### config.mk
export PLATFORM = sky130hd
export DESIGN_NAME = keylock_core
export DESIGN_NICKNAME = d
export VERILOG_FILES = /design/src/rtl/keylock_pkg.sv /design/src/rtl/keylock_code_entry_buffer.sv /design/src/rtl/keylock_core.sv
export SDC_FILE = /design/constraint.sdc
export NUM_CORES = 1
export LEC_CHECK = 0
export CAP_MARGIN = 20
export CORE_ASPECT_RATIO = 0.7
export CORE_MARGIN = 2
export CORE_UTILIZATION = 49
export DETAILED_ROUTE_END_ITERATION = 7
export GPL_ROUTABILITY_DRIVEN = 0
export HOLD_SLACK_MARGIN = 0.05
export PLACE_DENSITY = 0.68
export SETUP_SLACK_MARGIN = 0.5
export SYNTH_ARGS = -nofsm -noshare
export SYNTH_HDL_FRONTEND = slang
export SYNTH_SLANG_ARGS = --single-unit
### constraint.sdc
create_clock -name hwclk -period 2.4 [get_ports hwclk]
set_input_delay 0.36 -clock hwclk [delete_from_list [all_inputs] [get_ports hwclk]]
set_output_delay 0.36 -clock hwclk [all_outputs]
set_load 0.05 [all_outputs]
### src/rtl/keylock_pkg.sv
// Shared definitions for the keypad code-lock controller.
//   KEY_CLEAR / KEY_ENTER : special key codes from the keypad scanner
//   DIGIT_W               : width of one BCD digit
//   state_t               : controller state encoding
//   is_digit()            : true for key codes 0-9
package keylock_pkg;

   localparam int         DIGIT_W   = 4;
   localparam logic [3:0] KEY_CLEAR = 4'hA;
   localparam logic [3:0] KEY_ENTER = 4'hB;

   typedef enum logic [2:0] {
      ST_IDLE      = 3'd0,
      ST_ENTRY     = 3'd1,
      ST_CHECK     = 3'd2,
      ST_NEW_CODE  = 3'd3,
      ST_CONFIRM   = 3'd4,
      ST_CHECK_CFM = 3'd5,
      ST_LOCKOUT   = 3'd6
   } state_t;

   function automatic logic is_digit(input logic [3:0] k);
      return (k <= 4'd9);
   endfunction

endpackage

### src/rtl/keylock_code_entry_buffer.sv
// Code entry buffer: collects BCD digits into a shift register.
//   hwclk, reset  : clock, synchronous active-high reset
//   clear         : empty the buffer and drop the overflow flag (wins over digit_valid)
//   digit_valid   : shift digit in at the LSB end
//   digit         : BCD digit 0-9
//   code_buf      : buffered code, most recently entered digit in the low nibble
//   count         : number of digits held (0..NUM_DIGITS)
//   valid_full    : exactly NUM_DIGITS digits entered and none dropped
module code_entry_buffer
   import keylock_pkg::*;
#(
   parameter int NUM_DIGITS = 6
) (
   input  logic                        hwclk,
   input  logic                        reset,
   input  logic                        clear,
   input  logic                        digit_valid,
   input  logic [3:0]                  digit,
   output logic [DIGIT_W*NUM_DIGITS-1:0] code_buf,
   output logic [3:0]                  count,
   output logic                        valid_full
);

   localparam int CW = DIGIT_W * NUM_DIGITS;

   logic overflow;

   always_ff @(posedge hwclk) begin
      if (reset || clear) begin
         code_buf <= '0;
         count    <= '0;
         overflow <= 1'b0;
      end else if (digit_valid) begin
         if (count < 4'(NUM_DIGITS)) begin
            code_buf <= (code_buf << DIGIT_W) | CW'(digit);
            count    <= count + 4'd1;
         end else begin
            // a digit past the code length poisons the entry until cleared
            overflow <= 1'b1;
         end
      end
   end

   assign valid_full = (count == 4'(NUM_DIGITS)) && !overflow;

endmodule

### src/rtl/keylock_core.sv
// Keypad code-lock controller.
// Checks an NUM_DIGITS-digit BCD code against the user code or the master
// (programming) code, toggles the lock, lets the user code be reprogrammed
// with a confirm step, and locks the keypad out after repeated failures.
//   hwclk          : system clock
//   reset          : synchronous active-high reset, dominates everything
//   key_valid, key : one-cycle key strobe; 0-9 digit, A clear, B enter, C-F ignored
//   locked         : lock state
//   ok_pulse       : one-cycle strobe, lock/unlock or new code accepted
//   err_pulse      : one-cycle strobe, rejected submit
//   lockout        : high for the whole lockout window
//   prog_mode      : high while entering / confirming a new code
//   digits_entered : digits in the entry buffer
//   fail_count     : consecutive failed submits while locked
//
// state        | meaning
// -------------+---------------------------------------------------------
// ST_IDLE      | waiting for the first digit, buffer empty
// ST_ENTRY     | collecting a code for unlock / lock / master check
// ST_CHECK     | one cycle: compare buffer with master and user code
// ST_NEW_CODE  | programming: collecting the new user code
// ST_CONFIRM   | programming: collecting the confirmation of the new code
// ST_CHECK_CFM | one cycle: compare confirmation with the candidate
// ST_LOCKOUT   | too many failures, all keys ignored until the timer ends
module keylock_core
   import keylock_pkg::*;
#(
   parameter int                      NUM_DIGITS     = 6,
   parameter logic [4*NUM_DIGITS-1:0] MASTER_CODE    = 24'h555116,
   parameter logic [4*NUM_DIGITS-1:0] USER_DEFAULT   = 24'h666666,
   parameter int                      MAX_FAILS      = 3,
   parameter int                      LOCKOUT_CYCLES = 60000000,
   parameter int                      ENTRY_TIMEOUT  = 120000000
) (
   input  logic       hwclk,
   input  logic       reset,
   input  logic       key_valid,
   input  logic [3:0] key,
   output logic       locked,
   output logic       ok_pulse,
   output logic       err_pulse,
   output logic       lockout,
   output logic       prog_mode,
   output logic [3:0] digits_entered,
   output logic [3:0] fail_count
);

   localparam int CW   = DIGIT_W * NUM_DIGITS;
   localparam int LT_W = $clog2(LOCKOUT_CYCLES + 1);
   localparam int ET_W = $clog2(ENTRY_TIMEOUT + 1);

   state_t            state_q, state_d;
   logic [CW-1:0]     code_buf;
   logic              valid_full;
   logic [CW-1:0]     user_code_q;
   logic [CW-1:0]     cand_q;
   logic [3:0]        fail_q;
   logic              locked_q;
   logic              err_pend_q;
   logic [LT_W-1:0]   lock_tmr;
   logic [ET_W-1:0]   entry_tmr;

   logic key_dig, key_clr, key_ent;
   logic accept_key, timed, timeout, lock_done;
   logic master_hit, user_hit, cand_hit, fail_limit;

   logic buf_digit, buf_clear;
   logic ok_set, err_set, err_defer;
   logic lock_toggle, fail_clr, fail_inc;
   logic cand_load, user_load;

   assign key_dig = key_valid && is_digit(key);
   assign key_clr = key_valid && (key == KEY_CLEAR);
   assign key_ent = key_valid && (key == KEY_ENTER);

   assign accept_key = (state_q == ST_IDLE) || (state_q == ST_ENTRY) ||
                       (state_q == ST_NEW_CODE) || (state_q == ST_CONFIRM);
   assign timed      = (state_q == ST_ENTRY) || (state_q == ST_NEW_CODE) ||
                       (state_q == ST_CONFIRM);
   assign timeout    = timed && !key_valid && (entry_tmr <= ET_W'(1));
   assign lock_done  = (lock_tmr <= LT_W'(1));

   // master is tested first so it wins even if the user code equals it
   assign master_hit = valid_full && (code_buf == MASTER_CODE);
   assign user_hit   = valid_full && (code_buf == user_code_q);
   assign cand_hit   = valid_full && (code_buf == cand_q);
   assign fail_limit = (int'(fail_q) + 1 >= MAX_FAILS);

   code_entry_buffer #(
      .NUM_DIGITS (NUM_DIGITS)
   ) u_buf (
      .hwclk       (hwclk),
      .reset       (reset),
      .clear       (buf_clear),
      .digit_valid (buf_digit),
      .digit       (key),
      .code_buf    (code_buf),
      .count       (digits_entered),
      .valid_full  (valid_full)
   );

   always_ff @(posedge hwclk) begin
      if (reset) state_q <= ST_IDLE;
      else       state_q <= state_d;
   end

   always_comb begin
      state_d = state_q;
      case (state_q)
         ST_IDLE:      if (key_dig) state_d = ST_ENTRY;
         ST_ENTRY: begin
            if (timeout)      state_d = ST_IDLE;
            else if (key_ent) state_d = ST_CHECK;
         end
         ST_CHECK: begin
            if (master_hit)                state_d = ST_NEW_CODE;
            else if (user_hit)             state_d = ST_IDLE;
            else if (locked_q && fail_limit) state_d = ST_LOCKOUT;
            else                           state_d = ST_IDLE;
         end
         ST_NEW_CODE: begin
            if (timeout)      state_d = ST_IDLE;
            else if (key_ent) state_d = valid_full ? ST_CONFIRM : ST_IDLE;
         end
         ST_CONFIRM: begin
            if (timeout)      state_d = ST_IDLE;
            else if (key_ent) state_d = ST_CHECK_CFM;
         end
         ST_CHECK_CFM: state_d = ST_IDLE;
         ST_LOCKOUT:   if (lock_done) state_d = ST_IDLE;
         default:      state_d = ST_IDLE;
      endcase
   end

   always_comb begin
      prog_mode   = (state_q == ST_NEW_CODE) || (state_q == ST_CONFIRM);
      lockout     = (state_q == ST_LOCKOUT);
      buf_digit   = accept_key && key_dig;
      buf_clear   = accept_key && key_clr;
      ok_set      = 1'b0;
      err_set     = 1'b0;
      err_defer   = 1'b0;
      lock_toggle = 1'b0;
      fail_clr    = 1'b0;
      fail_inc    = 1'b0;
      cand_load   = 1'b0;
      user_load   = 1'b0;
      case (state_q)
         ST_ENTRY, ST_CONFIRM: if (timeout) buf_clear = 1'b1;
         ST_NEW_CODE: begin
            if (timeout) begin
               buf_clear = 1'b1;
            end else if (key_ent) begin
               buf_clear = 1'b1;
               if (valid_full) cand_load = 1'b1;
               else            err_defer = 1'b1;
            end
         end
         ST_CHECK: begin
            buf_clear = 1'b1;
            if (master_hit) begin
               // enter programming silently
            end else if (user_hit) begin
               ok_set      = 1'b1;
               lock_toggle = 1'b1;
               fail_clr    = 1'b1;
            end else begin
               err_set  = 1'b1;
               fail_inc = locked_q;
            end
         end
         ST_CHECK_CFM: begin
            buf_clear = 1'b1;
            if (cand_hit) begin
               user_load = 1'b1;
               ok_set    = 1'b1;
            end else begin
               err_set = 1'b1;
            end
         end
         ST_LOCKOUT: if (lock_done) fail_clr = 1'b1;
         default: ;
      endcase
   end

   always_ff @(posedge hwclk) begin
      if (reset) begin
         locked_q    <= 1'b0;
         ok_pulse    <= 1'b0;
         err_pulse   <= 1'b0;
         err_pend_q  <= 1'b0;
         fail_q      <= '0;
         user_code_q <= USER_DEFAULT;
         cand_q      <= '0;
         lock_tmr    <= '0;
         entry_tmr   <= '0;
      end else begin
         ok_pulse   <= ok_set;
         // an invalid new code is rejected straight from NEW_CODE; the
         // extra stage keeps its error pulse at the same latency as a CHECK
         err_pend_q <= err_defer;
         err_pulse  <= err_set || err_pend_q;

         if (lock_toggle) locked_q <= !locked_q;

         if (fail_clr)
            fail_q <= '0;
         else if (fail_inc && (fail_q < 4'(MAX_FAILS)))
            fail_q <= fail_q + 4'd1;

         if (cand_load) cand_q      <= code_buf;
         if (user_load) user_code_q <= cand_q;

         if (state_q != ST_LOCKOUT)
            lock_tmr <= LT_W'(LOCKOUT_CYCLES);
         else if (lock_tmr != '0)
            lock_tmr <= lock_tmr - LT_W'(1);

         if (key_valid || !timed)
            entry_tmr <= ET_W'(ENTRY_TIMEOUT);
         else if (entry_tmr != '0)
            entry_tmr <= entry_tmr - ET_W'(1);
      end
   end

   assign locked     = locked_q;
   assign fail_count = fail_q;

endmodule

-- Yosys cells after proc, flatten, opt, wreduce, memory -nomap -nowiden
Cells that the tools add are included.
- register bits: 141
- word-level logic and storage cells: 129
- input bits: 7
- output and inout port bits: 13
- bitwise logic cells: 4
- reductions and logical operators: 40
- $lt $le $gt $ge: 6
- mux-type cells: 41
- eq/ne operators: 18
- add/sub/neg operators: 5
- operators by type and width (cell ; count):
    $mux 27 ; 2
    $mux 26 ; 2
    $eq 24x24->1 ; 2
    $mux 3 ; 12
    $le 27x1->1 const B ; 1
    $reduce_bool 27->1 ; 1
    $sub 27x1->27 const B ; 1
    $le 26x1->1 const B ; 1
    $reduce_bool 26->1 ; 1
    $sub 26x1->26 const B ; 1
    $eq 24x23->1 const B ; 1
    $or 24x4->24 ; 1
    $mux 1 ; 20
    $pmux 3 s6 ; 1
    $logic_and 1x1->1 ; 13
    $ne 3x3->1 const B ; 4
    $reduce_or 2->1 ; 5
    $eq 3x3->1 const B ; 3
    $logic_or 1x1->1 ; 9
    $add 4x1->4 const B ; 2
    $eq 4x4->1 const B ; 2
    $eq 3x2->1 const B ; 2
    $pmux 1 s2 ; 3
    $add 4x1->5 const B ; 1
    16 further kinds ; 23

-- Logic depth before layout (Yosys ltp)
Gate-level depths: netlist of the first run.
- word-level depth: 9
- mapped depth: 9
- gate-level depth less buffers: 8

-- Cells and area by module
Synthesis of the first run repeated with hierarchy kept, for this count alone.
- cells, all modules: 762
- area, all modules: 6905.4 µm²
- by module, submodules not included (module ; instances ; area each (µm²) ; cells an instance ; seq. area each (µm²)):
    keylock_core ; 1 ; 5766.8 ; 653 ; 2242.2
    code_entry_buffer ; 1 ; 1138.6 ; 109 ; 580.6

-- Worst setup path before layout of the first run
No wires, ideal clock.
- path type: reg2reg
- from: register u_buf.count[1]
- to: register user_code_q[10]
- slack: -0.310 ns
- path buffers: 1
- cell stages (with the launch flop): 8
- library setup time: 0.129 ns
- arrival time: 2.581 ns
- required time: 2.271 ns
- clock period less this slack: 2.710 ns
- cell sequence: dfxtp_1 ha_1 nor4bb_1 nand4_1 nor4_2 buf_2 mux2i_1 nand2_1
- cells in the longest elaborated chain, start to end: 5
- RTL lines (what ; RTL line ; source):
    start, declared ; keylock_code_entry_buffer.sv:20 ; output logic [3:0] count,
    start signal, assigned ; keylock_code_entry_buffer.sv:36 ; count <= count + 4'd1;
    $eq 4x3->1 ; keylock_code_entry_buffer.sv:44 ; assign valid_full = (count == 4'(NUM_DIGITS)) && !overflow;
    $logic_and 1x1->1 ; keylock_code_entry_buffer.sv:44 ;
    $logic_and 1x1->1 ; keylock_core.sv:86 ; assign cand_hit = valid_full && (code_buf == cand_q);
    $mux 1 ; keylock_core.sv:174 ; if (cand_hit) begin
    $mux 1 ; keylock_core.sv:148 ; case (state_q)
    end signal, assigned ; keylock_core.sv:212 ; if (user_load) user_code_q <= cand_q;
    end, declared ; keylock_core.sv:55 ; logic [CW-1:0] user_code_q;
Every way passes these cells.
A chain may end at the register's enable or synchronous reset.

-- Worst setup path in the final report of the first run
- from: register entry_tmr[21]
- to: register u_buf.code_buf[3]
- cells in the longest elaborated chain, start to end: 5
- elaborated cells on any way between the ends: 6
- classes of those cells: order compare: 1; mux: 3; reduce/logical: 2
- RTL lines (what ; RTL line ; source):
    start, declared ; keylock_core.sv:61 ; logic [ET_W-1:0] entry_tmr;
    start signal, assigned ; keylock_core.sv:220 ; entry_tmr <= ET_W'(ENTRY_TIMEOUT);
    start signal, assigned ; keylock_core.sv:222 ; entry_tmr <= entry_tmr - ET_W'(1);
    $le 27x1->1 (*) ; keylock_core.sv:80 ; assign timeout = timed && !key_valid && (entry_tmr <= ET_W'(1));
    $logic_and 1x1->1 (*) ; keylock_core.sv:80 ;
    $mux 1, on equally long branches ; keylock_core.sv:151, keylock_core.sv:149 ;
    $pmux 1 s3 (*) ; keylock_core.sv:148 ;
    $logic_or 1x1->1 (*) ; keylock_code_entry_buffer.sv:29 ; if (reset || clear) begin
    end signal, assigned ; keylock_code_entry_buffer.sv:35 ; code_buf <= (code_buf << DIGIT_W) | CW'(digit);
    end, declared ; keylock_code_entry_buffer.sv:19 ; output logic [DIGIT_W*NUM_DIGITS-1:0] code_buf,
Every way passes the cells marked *; elsewhere a longest branch is shown, timed or not.

==> qor.yml, run 1 <==
synth_cells: 793
worstPathMaxFanout: 12
netlist-cell-type-count: 51
dp_hpwl_um: 11600
overflow: 0
cts.sinks: 141
critPathKind: "register to register"
ios: 20
antenna_found_initial: 0
failed_checks: "setup timing"
fp.coreArea_um2: 13100
drt_wl_total_um: 20100
setup_slack_ps: -57.0
dr.pass1.iters: 6
ant_nets: 0
num_antenna_cells: 0
min_path_type: "input port to register"
ys_ff_latch: 141
route.detailed.drc: 0
netlist_top_cells_count: "141 x dfxtp_1, 130 x nand2_1, 79 x nor2_1"
worst_setup_path_end_kind: "register"
worstSetupStartpoint: "entry_tmr[21]$_SDFFE_PP0P_"
crit-reg2reg-launch: "entry_tmr[21]$_SDFFE_PP0P_"
drv_slew: 0
async_reset_ff_share_pct: 0
netSwitchingPower_uw: 1490
fin_hold_ws_ps: 277
synth_warnings: 0
p_seq_share_pct: 42.4
syn_to_final_growth_pct: 40.7
via_count: 6287
maxCapViolations: 0
syn_nets: 810
yosysSeqAreaShare_pct: 42.8
p_sw_share_pct: 25.8
cts-root-buf: "clkbuf_16"
clockBufferDepth: 2
synth_area_leader_cell: "dfxtp_1"
period_share_pct: 102
syn_area_um2: 6600
tns_ps: -1230
dieArea_um2: 14400
clk_pin_slew_worst_paths_ps: 60
p_per_area_nw_per_um2: 621
finClkSkew_ps: 9.59
hold_viol_final: 0
critPathRequiredTime_ps: 2700
synth.most_common_cell: "dfxtp_1"
layout.nets: 898
drtIter0Drc: 641
power.leakage_uw: 0.00364
rsz0062_at_grt: "yes"
rows: 35
combPwrFrac_pct: 10.8
grt_max_degree: 25
die-width_um: 143
grt_pass1_wl_um: 29800
avgRoutedWirePerCell_um: 19.0
synthTopCellsByArea: "dfxtp_1 43%, nand2_1 7.4%, xor2_1 7.3%"
setup_viol: 41
ir_drop_v: 0.000443
syn_area_per_cell_um2: 8.32
hold_start: "key[2]"
period_needed_ps: 2460
port_buffers: 19
max_freq_ghz: 0.407
start_kind: "register"
synth_edf_count: 0
start_util_pct: 50.2
die_h_um: 101
h-tree-depth: 4
grt.total_usage_pct: 26.4
worst_pin_slew_ps: 610
p_clk_share_pct: 46.8
power.internal_uw: 4280
cp_data_arrival_time_ps: 2760
status: "finished with violations"
relSlewSlack_pct: 59.2
numCtsBuffers: 17
cts_tree: "done"
viasPerCell: 5.93
drive_gt1_share_pct: 31.0
first_global_vias: 5746
synth_top_flop_cell: "dfxtp_1"
clk_latency_ps: 420
synth_top_area_share_pct: 42.8
## area by class of cell
class / count / area (um2)
Clock buffer: 20 / 468
Clock inverter: 12 / 136
Tap cell: 166 / 208
Inverter: 16 / 60.1
Multi-Input combinational cell: 593 / 4380
Timing Repair Buffer: 112 / 1160
Fill cell: 915 / 3850
Sequential cell: 141 / 2880
## path summary, 6_finish.rpt
kind	end	cells past startpoint	slack, ps
max	u_buf.code_buf[3]$_SDFFE_PP0P_	8	-60
min	u_buf.code_buf[2]$_SDFFE_PP0P_	3	280
max reg2reg	u_buf.code_buf[3]$_SDFFE_PP0P_	8	-60
min reg2reg	entry_tmr[15]$_SDFFE_PP0P_	2	460
## per-stage QoR
step                      instance area (um2)  setup WS [ps]  total power [uW]  util [%]  cells
after floorplan                          6890          -92.6              2820         -    793
after global placement                   7480          -91.6              2940      57.0    982
after detailed placement                 7480           -177              2960      57.0    982
after CTS                                8770          -2.98              5690      66.7   1037
after global routing                     9290           -115              5920      70.7   1060
final                                    9290          -57.0              5770      70.7   1060
## power groups by stage
stage	Sequential (uW)	Combinational, uW	Clock [uW]
6_report	2450	625	2700
5_1_grt	2450	661	2810
4_1_cts	2440	544	2700
3_5_place_dp	2490	471	0
3_3_place_gp	2480	459	0
2_1_floorplan	2490	330	0
## logic make-up after synthesis
kind of cell	Yosys count	share of synthesized area (%)
AO/OA/AOI/OAI	115	9.67
XOR/XNOR	97	12.9
buffers and inverters	60	3.77
AND/OR/NAND/NOR	343	24.9
adder cells (fa/ha/maj)	10	1.90
multiplexers	27	4.13
flip-flops	141	42.8
## flip-flops by register name, summed over array words and instances (netlist names), 3 cells and up
register / cells
state_q: 3
user_code_q: 24
entry_tmr: 27
u_buf.count: 4
u_buf.code_buf: 24
lock_tmr: 26
cand_q: 24
fail_count: 4
## placed cells by master (no fill, tap or decap), types with 5 or more instances in the layout
cell type	instances
dfxtp_4	7
buf_4	60
xor2_1	54
nand2_1	124
mux2i_1	24
nand4_1	9
o21ai_0	8
nor3_4	18
nor4_1	15
or4_4	6
buf_6	18
buf_12	13
dlygate4sd2_1	11
dfxtp_1	110
a21oi_1	74
or3_1	8
nor2_4	6
nor2_1	69
nor3_2	5
xnor2_2	6
inv_1	14
xnor2_1	36
nor3_1	6
nand3_2	6
nor4_2	8
nor4_4	10
clkbuf_16	19
dfxtp_2	24
ha_1	9
## per-layer routing
| layer | GRT usage [%] | share of wire (%) |
|---|---|---|
| met4 | 8.00 | 2.4 |
| met2 | 40.5 | 45 |
| met3 | 6.56 | 7.1 |
| met5 | 0 | 0 |
| met1 | 37.0 | 45 |
## worst max-delay path: stages (launching register included)
cell and delay (ps):
dfxtp_2 320, or4_4 540, or4_4 490, buf_6 150, a2111oi_4 170, and3_4 270
or3_4 190, buf_12 150, a21oi_1 50
## timing repair
action,in CTS,in global routing
cloned,2,2
buffers inserted,21,21
hold buffers,0,0
endpoints found under the setup margin,130,140
pin swaps,41,44
resized for setup,111,79
hold endpoints to repair,0,0
Note: power is estimated with default switching activity, not from simulation.
==> run 2, diff against run 1 <==
--- a/config.mk
+++ b/config.mk
@@ -13,7 +13,9 @@
 export GPL_ROUTABILITY_DRIVEN = 0
 export HOLD_SLACK_MARGIN = 0.05
 export PLACE_DENSITY = 0.68
+export REMOVE_ABC_BUFFERS = 1
 export SETUP_SLACK_MARGIN = 0.5
+export SKIP_LAST_GASP = 1
 export SYNTH_ARGS = -nofsm -noshare
 export SYNTH_HDL_FRONTEND = slang
 export SYNTH_SLANG_ARGS = --single-unit
==> constraint.sdc (replaced) <==
create_clock -name hwclk -period 2.4 [get_ports hwclk]
set_input_delay 0.36 -clock hwclk [delete_from_list [all_inputs] [get_ports hwclk]]
set_output_delay 0.36 -clock hwclk [all_outputs]
set_load 0.005 [all_outputs]
==> run 2 against run 1 <==
Effect of this change:
- the run still ends with setup timing left
- worst setup slack better by 2.6 ps
- first-iteration DRC count is 19% lower
- register-to-register slack hardly changed
- non-clock buffer count is 7 lower
- via count is 1.5% lower
- hold slack better by 130 ps
- cell count is 0.66% lower
- critical path type unchanged
- wire length is 0.25% higher
- clock skew is 0.85 ps higher
- clock power is 5% higher
==> qor.yml, run 2 (same netlist as run 1, synthesis figures left out) <==
r2r-end: "entry_tmr[9]$_SDFFE_PP0P_"
num_antenna_cells: 0
cts_tree: "done"
syn_to_final_growth_pct: 41.7
drive_gt1_share_pct: 33.8
rsz0062_at_grt: "yes"
worstRegToRegCells: 7
critPathKind: "register to register"
dieArea_um2: 14400
grt_max_degree: 43
worst_pin_slew_ps: 645
cts.sinks: 141
route.detailed.drc: 0
post-route-util_pct: 71.2
multiInputGateArea_um2: 4490
crit-reg2reg-launch: "entry_tmr[18]$_SDFFE_PP0P_"
clk_pin_slew_worst_paths_ps: 60
clk_latency_ps: 420
largestRegisters: "entry_tmr (27), lock_tmr (26)"
die_h_um: 101
failed_checks: "setup timing"
start_util_pct: 50.2
port_buffers: 19
min_path_type: "input port to register"
p_seq_share_pct: 41.8
rrSetupSlack_ps: -50
hold_start: "reset"
layout.nets: 891
antenna_found_initial: 0
drt_wl_total_um: 20200
max_freq_ghz: 0.407
layout.cells.non_filler: 1053
slowest_delay_ps: 540
ant_nets: 0
crit_slowest_cell: "or4_4"
p_sw_share_pct: 24.4
rows: 35
power.internal_uw: 4410
period_share_pct: 102
fp.coreArea_um2: 13100
drtIter0Drc: 518
grt_pass1_wl_um: 29000
dp_hpwl_um: 11500
power.leakage_uw: 0.00346
final_common_cell: "dfxtp_1"
critPathRequiredTime_ps: 2700
dr.pass1.iters: 5
maxCapViolations: 0
p_clk_share_pct: 48.5
setup_viol: 15
start_kind: "register"
largest-register: "entry_tmr"
hold_depth: 3
path_cells: "or4_4, or4_4, buf_6, o31a_1, nand3_2, xor2_1, a21oi_1"
combPwrFrac_pct: 9.7
hold_viol_final: 0
pre_cts_slack_ps: -173
fillers: 899
status: "finished with violations"
cts-root-buf: "clkbuf_16"
overflow: 0
die-width_um: 143
dp.cells: 984
clockBufferDepth: 2
seq_area_um2: 2880
avgRoutedWirePerCell_um: 19.2
h-tree-depth: 4
hold_end: "user_code_q[5]$_SDFFE_PP1P_"
p_per_area_nw_per_um2: 624
cpMostUsedCell: "or4_4"
setup_slack_ps: -54.4
via_count: 6191
netSwitchingPower_uw: 1420
numCtsBuffers: 17
ios: 20
first_global_vias: 5670
relSlewSlack_pct: 56.6
worst_setup_path_end_kind: "register"
viasPerCell: 5.88
grt.total_usage_pct: 25.9
mostFrequentLayoutCells: "115 x dfxtp_1, 103 x nand2_1, 69 x nor2_1"
period_needed_ps: 2450
cp_data_arrival_time_ps: 2760
finClkSkew_ps: 10.4
drv_slew: 0
worstPathMaxFanout: 5
largest_reg_flops: 27
ir_drop_v: 0.000513
## run 2: what timing repair did
| action | 4_1_cts | 5_1_grt |
|---|---|---|
| pin swaps | 54 | 107 |
| setup buffers | 21 | 5 |
| endpoints found under the setup margin | 117 | 140 |
| hold buffers | 0 | 0 |
| cloned | 5 | 6 |
| resized for setup | 115 | 162 |
## run 2: worst max-delay path by stage
stage / startpoint / cells past startpoint / endpoint
5_1_grt: entry_tmr[18]$_SDFFE_PP0P_ / 8 / entry_tmr[22]$_SDFFE_PP0P_
3_3_place_gp: entry_tmr[18]$_SDFFE_PP0P_ / 7 / state_q[2]$_SDFFE_PP0P_
4_1_cts: entry_tmr[21]$_SDFFE_PP0P_ / 7 / entry_tmr[21]$_SDFFE_PP0P_
3_5_place_dp: entry_tmr[18]$_SDFFE_PP0P_ / 7 / state_q[2]$_SDFFE_PP0P_
6_report: entry_tmr[18]$_SDFFE_PP0P_ / 7 / entry_tmr[9]$_SDFFE_PP0P_
2_1_floorplan: u_buf.count[1]$_SDFFE_PP0P_ / 6 / user_code_q[10]$_SDFFE_PP1P_
## run 2: area by class of cell
cell class / instances / share of cell area, %
timing repair buffer: 105 / 11.7
inverter: 16 / 0.642
multi-input combinational: 593 / 47.9
clock buffer: 19 / 4.73
clock inverter: 13 / 1.99
sequential: 141 / 30.7
tap: 166 / 2.22
## run 2: metrics by stage
stage / TNS (ps) / instance area [um2] / hold slack (ps) / total power [uW]
3_3_place_gp: -4760 / 7260 / 451 / 2890
4_1_cts: -236 / 8550 / 396 / 5760
5_1_grt: -2320 / 9360 / 403 / 6000
2_1_floorplan: -46570 / 6410 / 418 / 2720
6_report: -302 / 9360 / 405 / 5830
3_5_place_dp: -5640 / 7260 / 462 / 2900
## run 2: critical path: cells and delay by family (launching register included)
kind	cells	cell delay (ps)
AOI/OAI and AO/OA	2	500
xor gates and xnor gates	1	160
buffers and inverters	1	160
DFF	1	320
and+or+nand+nor	3	1210
## run 2: power groups by stage
stage | Combinational [uW] | Sequential, uW | Clock [uW]
after floorplan | 248 | 2480 | 0
after global placement | 402 | 2480 | 0
after detailed placement | 412 | 2490 | 0
after CTS | 478 | 2440 | 2840
after global routing | 607 | 2440 | 2950
final | 564 | 2440 | 2830
## run 2: routing by layer
metal | up-vias | track usage [%] | share of wire [%]
li1 | 2891 | - | -
met1 | 2990 | 36.4 | 44
met2 | 266 | 38.7 | 46
met3 | 44 | 5.56 | 7.6
met4 | 0 | 11.0 | 2.2
met5 | - | 0 | 0
